### src/rtl/alu_cmd_sequencer.sv
`default_nettype none
// ============================================================================
// Module   : alu_cmd_sequencer
// Purpose  : Command sequencer and result register around a combinational
//            4-bit ALU. Commands arrive on a valid/ready port into a small
//            FIFO. Each popped command drives the ALU for one cycle against
//            the internal accumulator. The result is written back and then
//            offered on a valid/ready result port.
// Revision : 1.0 - initial release
// ----------------------------------------------------------------------------
// Parameters
//   FIFO_DEPTH : buffered commands (power of two, >= 2)
//   DATA_W     : datapath width (must be 4 to match the ALU)
// Ports
//   clk, rst              : clock (rising edge), async active-high reset
//   cmd_valid/cmd_ready   : command handshake
//   cmd_load/op/data      : load flag, ALU_Sel code, B operand or load value
//   alu_a/alu_b/alu_sel   : to the ALU (A is the accumulator)
//   alu_out/alu_carry     : from the ALU
//   res_valid/res_ready   : result handshake
//   res_data/carry/zero   : new accumulator, carry/borrow flag, zero flag
//   res_ovf               : signed overflow flag (only with ALU_CMD_OVF_EN)
//   acc                   : current accumulator, for debug
// Build option
//   ALU_CMD_OVF_EN        : when defined, adds the res_ovf output and logic
// ============================================================================
module alu_cmd_sequencer #(
    parameter int FIFO_DEPTH = 4,
    parameter int DATA_W     = 4
) (
    input  logic              clk,
    input  logic              rst,
    input  logic              cmd_valid,
    output logic              cmd_ready,
    input  logic              cmd_load,
    input  logic [2:0]        cmd_op,
    input  logic [DATA_W-1:0] cmd_data,
    output logic [DATA_W-1:0] alu_a,
    output logic [DATA_W-1:0] alu_b,
    output logic [2:0]        alu_sel,
    input  logic [DATA_W-1:0] alu_out,
    input  logic              alu_carry,
    output logic              res_valid,
    input  logic              res_ready,
    output logic [DATA_W-1:0] res_data,
    output logic              res_carry,
    output logic              res_zero,
`ifdef ALU_CMD_OVF_EN
    output logic              res_ovf,
`endif
    output logic [DATA_W-1:0] acc
);

    localparam int c_PTR_W = $clog2(FIFO_DEPTH);
    localparam int c_CNT_W = c_PTR_W + 1;
    localparam int c_ENT_W = DATA_W + 4;   // {load, op[2:0], data}
    localparam int c_MSB   = DATA_W - 1;

    localparam logic [c_CNT_W-1:0] c_FULL   = c_CNT_W'(FIFO_DEPTH);
    localparam logic [2:0]         c_OP_ADD = 3'b000;
    localparam logic [2:0]         c_OP_SUB = 3'b001;

    typedef enum logic [1:0] {
        ST_IDLE = 2'd0,
        ST_EXEC = 2'd1,
        ST_HOLD = 2'd2
    } state_t;

    // ------------------------------------------------------------------
    // Registers and wires
    // ------------------------------------------------------------------
    state_t               r_state;
    state_t               w_state_nxt;

    logic [c_ENT_W-1:0]   r_fifo_mem [FIFO_DEPTH];
    logic [c_PTR_W-1:0]   r_wr_ptr;
    logic [c_PTR_W-1:0]   r_rd_ptr;
    logic [c_CNT_W-1:0]   r_count;

    logic [DATA_W-1:0]    r_alu_b;
    logic [2:0]           r_alu_sel;
    logic                 r_load;
    logic [DATA_W-1:0]    r_acc;
    logic [DATA_W-1:0]    r_res_data;
    logic                 r_res_carry;
    logic                 r_res_zero;
    logic                 r_res_valid;

    logic                 w_push;
    logic                 w_pop;
    logic                 w_exec;
    logic                 w_release;
    logic [c_ENT_W-1:0]   w_head;
    logic [DATA_W-1:0]    w_acc_nxt;
    logic                 w_carry_nxt;
    logic                 w_op_arith;

    // ------------------------------------------------------------------
    // Command FIFO
    // ------------------------------------------------------------------
    assign cmd_ready = (r_count != c_FULL);
    assign w_push    = cmd_valid && cmd_ready;
    assign w_head    = r_fifo_mem[r_rd_ptr];

    // Storage carries no reset: only entries below r_count are ever read.
    always_ff @(posedge clk) begin
        if (w_push) begin
            r_fifo_mem[r_wr_ptr] <= {cmd_load, cmd_op, cmd_data};
        end
    end

    // Pointers wrap naturally because FIFO_DEPTH is a power of two. The pop
    // decision looks only at the registered count, so a freshly pushed entry
    // becomes visible one cycle later (no bypass path).
    always_ff @(posedge clk or posedge rst) begin
        if (rst) begin
            r_wr_ptr <= '0;
            r_rd_ptr <= '0;
            r_count  <= '0;
        end else begin
            if (w_push) begin
                r_wr_ptr <= r_wr_ptr + c_PTR_W'(1);
            end
            if (w_pop) begin
                r_rd_ptr <= r_rd_ptr + c_PTR_W'(1);
            end
            case ({w_push, w_pop})
                2'b10:   r_count <= r_count + c_CNT_W'(1);
                2'b01:   r_count <= r_count - c_CNT_W'(1);
                default: r_count <= r_count;
            endcase
        end
    end

    // ------------------------------------------------------------------
    // Sequencer state machine
    // ------------------------------------------------------------------
    always_ff @(posedge clk or posedge rst) begin
        if (rst) begin
            r_state <= ST_IDLE;
        end else begin
            r_state <= w_state_nxt;
        end
    end

    always_comb begin
        w_state_nxt = r_state;
        w_pop       = 1'b0;
        w_exec      = 1'b0;
        w_release   = 1'b0;
        case (r_state)
            ST_IDLE: begin
                if (r_count != '0) begin
                    w_pop       = 1'b1;
                    w_state_nxt = ST_EXEC;
                end
            end
            ST_EXEC: begin
                // ALU inputs were registered on the pop, so alu_out is
                // already settled for this cycle.
                w_exec      = 1'b1;
                w_state_nxt = ST_HOLD;
            end
            ST_HOLD: begin
                if (res_ready) begin
                    w_release   = 1'b1;
                    w_state_nxt = ST_IDLE;
                end
            end
            default: begin
                w_state_nxt = ST_IDLE;
            end
        endcase
    end

    // ------------------------------------------------------------------
    // Result computation
    // ------------------------------------------------------------------
    // Carry_Out is only meaningful for add and sub; for every other op the
    // ALU leaves it undriven, so the flag simply holds its previous value.
    assign w_op_arith  = !r_load && ((r_alu_sel == c_OP_ADD) || (r_alu_sel == c_OP_SUB));
    assign w_acc_nxt   = r_load ? r_alu_b : alu_out;
    assign w_carry_nxt = w_op_arith ? alu_carry : r_res_carry;

    always_ff @(posedge clk or posedge rst) begin
        if (rst) begin
            r_alu_b     <= '0;
            r_alu_sel   <= 3'b000;
            r_load      <= 1'b0;
            r_acc       <= '0;
            r_res_data  <= '0;
            r_res_carry <= 1'b0;
            r_res_zero  <= 1'b0;
            r_res_valid <= 1'b0;
        end else begin
            if (w_pop) begin
                r_load    <= w_head[c_ENT_W-1];
                r_alu_sel <= w_head[DATA_W+2:DATA_W];
                r_alu_b   <= w_head[DATA_W-1:0];
            end
            if (w_exec) begin
                r_acc       <= w_acc_nxt;
                r_res_data  <= w_acc_nxt;
                r_res_carry <= w_carry_nxt;
                r_res_zero  <= (w_acc_nxt == '0);
                r_res_valid <= 1'b1;
            end else if (w_release) begin
                r_res_valid <= 1'b0;
            end
        end
    end

`ifdef ALU_CMD_OVF_EN
    // Two's-complement overflow: operands of equal sign for add (opposite
    // sign for sub) producing a result whose sign differs from A.
    logic w_ovf_nxt;
    logic r_res_ovf;

    always_comb begin
        w_ovf_nxt = 1'b0;
        if (!r_load) begin
            if (r_alu_sel == c_OP_ADD) begin
                w_ovf_nxt = (r_acc[c_MSB] == r_alu_b[c_MSB]) && (alu_out[c_MSB] != r_acc[c_MSB]);
            end else if (r_alu_sel == c_OP_SUB) begin
                w_ovf_nxt = (r_acc[c_MSB] != r_alu_b[c_MSB]) && (alu_out[c_MSB] != r_acc[c_MSB]);
            end
        end
    end

    always_ff @(posedge clk or posedge rst) begin
        if (rst) begin
            r_res_ovf <= 1'b0;
        end else if (w_exec) begin
            r_res_ovf <= w_ovf_nxt;
        end
    end

    assign res_ovf = r_res_ovf;
`endif

    // ------------------------------------------------------------------
    // Outputs
    // ------------------------------------------------------------------
    assign alu_a     = r_acc;
    assign alu_b     = r_alu_b;
    assign alu_sel   = r_alu_sel;
    assign acc       = r_acc;
    assign res_valid = r_res_valid;
    assign res_data  = r_res_data;
    assign res_carry = r_res_carry;
    assign res_zero  = r_res_zero;

endmodule

`default_nettype wire
### config.mk
export PLATFORM = sky130hd
export DESIGN_NAME = alu_cmd_sequencer
export DESIGN_NICKNAME = d
export VERILOG_FILES = /design/src/rtl/alu_cmd_sequencer.sv
export SDC_FILE = /design/constraint.sdc
export NUM_CORES = 1
export LEC_CHECK = 0
export CELL_PAD_IN_SITES_DETAIL_PLACEMENT = 2
export CELL_PAD_IN_SITES_GLOBAL_PLACEMENT = 2
export CORE_ASPECT_RATIO = 1.5
export CORE_MARGIN = 1
export CORE_UTILIZATION = 37
export DETAILED_ROUTE_END_ITERATION = 10
export PLACE_DENSITY_LB_ADDON = 0.1
export SLEW_MARGIN = 20
export SYNTH_ARGS = -nofsm -noshare
export SYNTH_HDL_FRONTEND = slang
export SYNTH_SLANG_ARGS = --single-unit
### constraint.sdc
create_clock -name clk -period 2.25 [get_ports clk]
set_input_delay 0.225 -clock clk [delete_from_list [all_inputs] [get_ports clk]]
set_output_delay 0.225 -clock clk [all_outputs]
set_load 0.05 [all_outputs]
==> results_dict.tcl <==
set metrics [dict create \
    cts_buffer_depth 2 \
    synth_area_per_cell_um2 16.5 \
    startpoint_type "flip-flop" \
    insertion_delay_ns 0.31 \
    first_global_vias 1401 \
    cpPeakStageDelay_ns 0.41 \
    nNetsFinal 207 \
    drc 0 \
    grt_pass1_wl_mm 7.34 \
    routed_wl_mm 4.63 \
    period_share_pct 95.7 \
    setup_viol 0 \
    crit_path_end_kind "flip-flop" \
    pre_cts_ws_ns -0.000991 \
    r2r_setup_slack_ns 0.1 \
    combPwrFrac_pct 50.0 \
    path_cells "or3b_4 > and2_4 > inv_1 > ha_2 > inv_1 > fa_2 > xor2_1 > nor2_1 > xor2_1" \
    critPathTopFamily "simple AND/OR/NAND/NOR gates" \
    numCtsBuffers 5 \
    design_area_um2 2900 \
    antenna_found_initial 0 \
    p_sw_mw 1.94 \
    wire_per_inst_um 17.9 \
    tns_ns 0 \
    initial_utilization_pct 38.5 \
    netlist_area_um2 2360 \
    crit_slowest_cell "dfrtp_1" \
    worst-path-buf-inv 2 \
    ioPinCount 40 \
    area_delta_synth_final_pct 23.0 \
    core.rowCount 35 \
    drive_gt1_share_pct 20.5 \
    first_pass_iters 4 \
    clockPowerShare_pct 11.4 \
    syn_nets 166 \
    core_area_um2 6130 \
    root_buffer "clkbuf_8" \
    sequentialPowerShare_pct 38.6 \
    internal-power_mw 2.64 \
    die_w_um 67.2 \
    critPathRequiredTime_ns 2.49 \
    finalCriticalPeriod_ns 2.15 \
    finalHoldViolCount 0 \
    gr-total-overflow 0 \
    clock_skew_ns 0.00956 \
    hold_class "in -> async" \
    tightest_slew_ns 0.586 \
    grt_use_total_pct 15.7 \
    diodes 0 \
    worstPathArrival_ns 2.39 \
    ant_nets 0 \
    status "complete, no violations" \
    htreeDepth 2 \
    power_leakage_nw 1.12 \
    hpwlAfterDp_mm 3.36 \
    grt_max_degree 25 \
    ys_ff_latch 56 \
    ys_seq_area_share_pct 66.1 \
    p_sw_share_pct 42.4 \
    cts.clk_slew.worst_paths_ns 0.10 \
    cts_sinks 56 \
    cap_violations 0 \
    fin_util_pct 47.4 \
    max-slew-margin-rel_pct 60.9 \
    maxClockFrequency_mhz 464 \
    vias 1270 \
    path_class "reg -> reg" \
    p_per_area_nw_per_um2 1580 \
    cp_max_fo 3 \
    fillers 588 \
    gp_congestion 0.694 \
    synth.distinct_cells 29 \
    first_iter_violations 47 \
    cts_tree "yes" \
    vias_per_cell 4.90 \
    placed_area_um2 2780 \
    drv_slew 0 \
    rsz0062_at_grt "no" \
    synth-warning-count 0 \
    syn_inst 143 \
    max-vdd-ir-drop_uv 507 \
    place.port_buffers 39 \
    fp.dieH_um 99.8 \
    setup_slack_ns 0.0963 \
    die_area_um2 6710 \
]
## power by group through the flow
stage	Clock, mW	Sequential (mW)	Combinational [mW]
final	0.523	1.77	2.29
after global routing	0.576	1.83	2.46
after CTS	0.541	1.79	2.30
after detailed placement	0	1.81	2.25
after global placement	0	1.78	2.19
after floorplan	0	2.08	1.32
## final timing paths
kind	endpoint	cells past startpoint	startpoint
setup / recovery	r_count[2]	9	r_count[0]
hold / removal	res_valid	3	rst
setup reg to reg	r_count[2]	9	r_count[0]
hold reg to reg	res_zero	2	res_zero
max in group asynchronous	r_wr_ptr[1]	3	rst
min in group clk	res_zero	2	res_zero
## cells in the mapped netlist (all sizes together)
library cell,number,area (um^2)
mux2,10,116
nand2b,2,12.5
mux4,8,191
o21ai,6,30.0
ha,5,62.6
clkbuf,2,7.51
and3,4,30.0
xnor2,3,26.3
nor3,4,31.3
nor4,2,12.5
edfxtp,32,961
nand2,6,22.5
fa,1,20.0
mux2i,5,50.1
inv,8,30.0
or4b,1,10.0
and2,1,8.76
buf,10,75.1
a21oi,2,10.0
xor2,3,26.3
or3b,1,11.3
dfrtp,24,601
a22oi,1,7.51
nor2,2,7.51
## logic make-up after synthesis
family,count (synthesis),synth area share (%)
and+or+nand+nor,23,6.20
AOI/OAI and AO/OA,9,2.01
xor gates and xnor gates,6,2.23
adders and majority gates,6,3.50
buffers and inverters,20,4.77
muxes,23,15.2
DFF,56,66.1
## cell type report
type,count,area [um^2],share of cell area [%]
tap,74,92.6,3.19
clock buffer,5,68.8,2.37
sequential,56,1560,53.8
timing repair buffer,46,445,15.3
inverter,8,30.0,1.03
clock inverter,3,13.8,0.474
multi-input combinational,67,692,23.8
## metal layers
layer  part of all wire, %  up-vias  GRT usage, %
met5                     0        -             0
met4                   1.1        0          6.87
met3                   3.7        4          2.73
met2                    54       39          26.5
met1                    41      631          19.1
li1                      -      596             -
## flip-flops by register name, summed over array words and instances, names as in the netlist
register	cells
r_fifo_mem	32
alu_b	4
res_data	4
alu_sel	3
r_count	3
r_rd_ptr	2
r_state	2
r_wr_ptr	2
r_load	1
res_carry	1
res_valid	1
res_zero	1
## through the flow
| stage | hold WS [ns] | power, mW | cells |
|---|---|---|---|
| 6_report | 0.284 | 4.58 | 259 |
| 5_1_grt | 0.317 | 4.86 | 259 |
| 4_1_cts | 0.312 | 4.63 | 257 |
| 3_5_place_dp | 0.488 | 4.06 | 247 |
| 3_3_place_gp | 0.472 | 3.97 | 247 |
| 2_1_floorplan | 0.240 | 3.40 | 143 |
## cell usage in the layout (no fill, tap or decap), types with 2 or more instances in the layout
cell type	instances
o21ai_0	6
nand2_1	6
nand2b_1	2
a21oi_1	2
xor2_1	3
buf_4	7
clkinv_2	2
clkdlybuf4s50_1	38
edfxtp_1	32
mux4_1	3
ha_1	4
xnor2_1	3
nor4_1	2
dfrtp_1	24
inv_1	8
and3_2	4
mux4_2	5
clkbuf_8	5
mux2i_1	5
nor3_1	3
mux2_2	9
nor2_1	2
## repair_timing
item                       4_1_cts  5_1_grt
resized for setup                1        2
buffers inserted                 2        2
setup endpoints to repair        1        1
hold buffers                     0        0
pin swaps                        2        2
hold endpoints to repair         0        0
## worst register-to-register path: cells and delay by family, from the launching register on
kind / cells / cell delay (ns)
and+or+nand+nor: 3 / 0.71
xor gates and xnor gates: 2 / 0.32
adders and majority gates: 2 / 0.53
DFF: 1 / 0.41
buffers and inverters: 2 / 0.12
No activity file was read; power rests on OpenSTA's default activity.
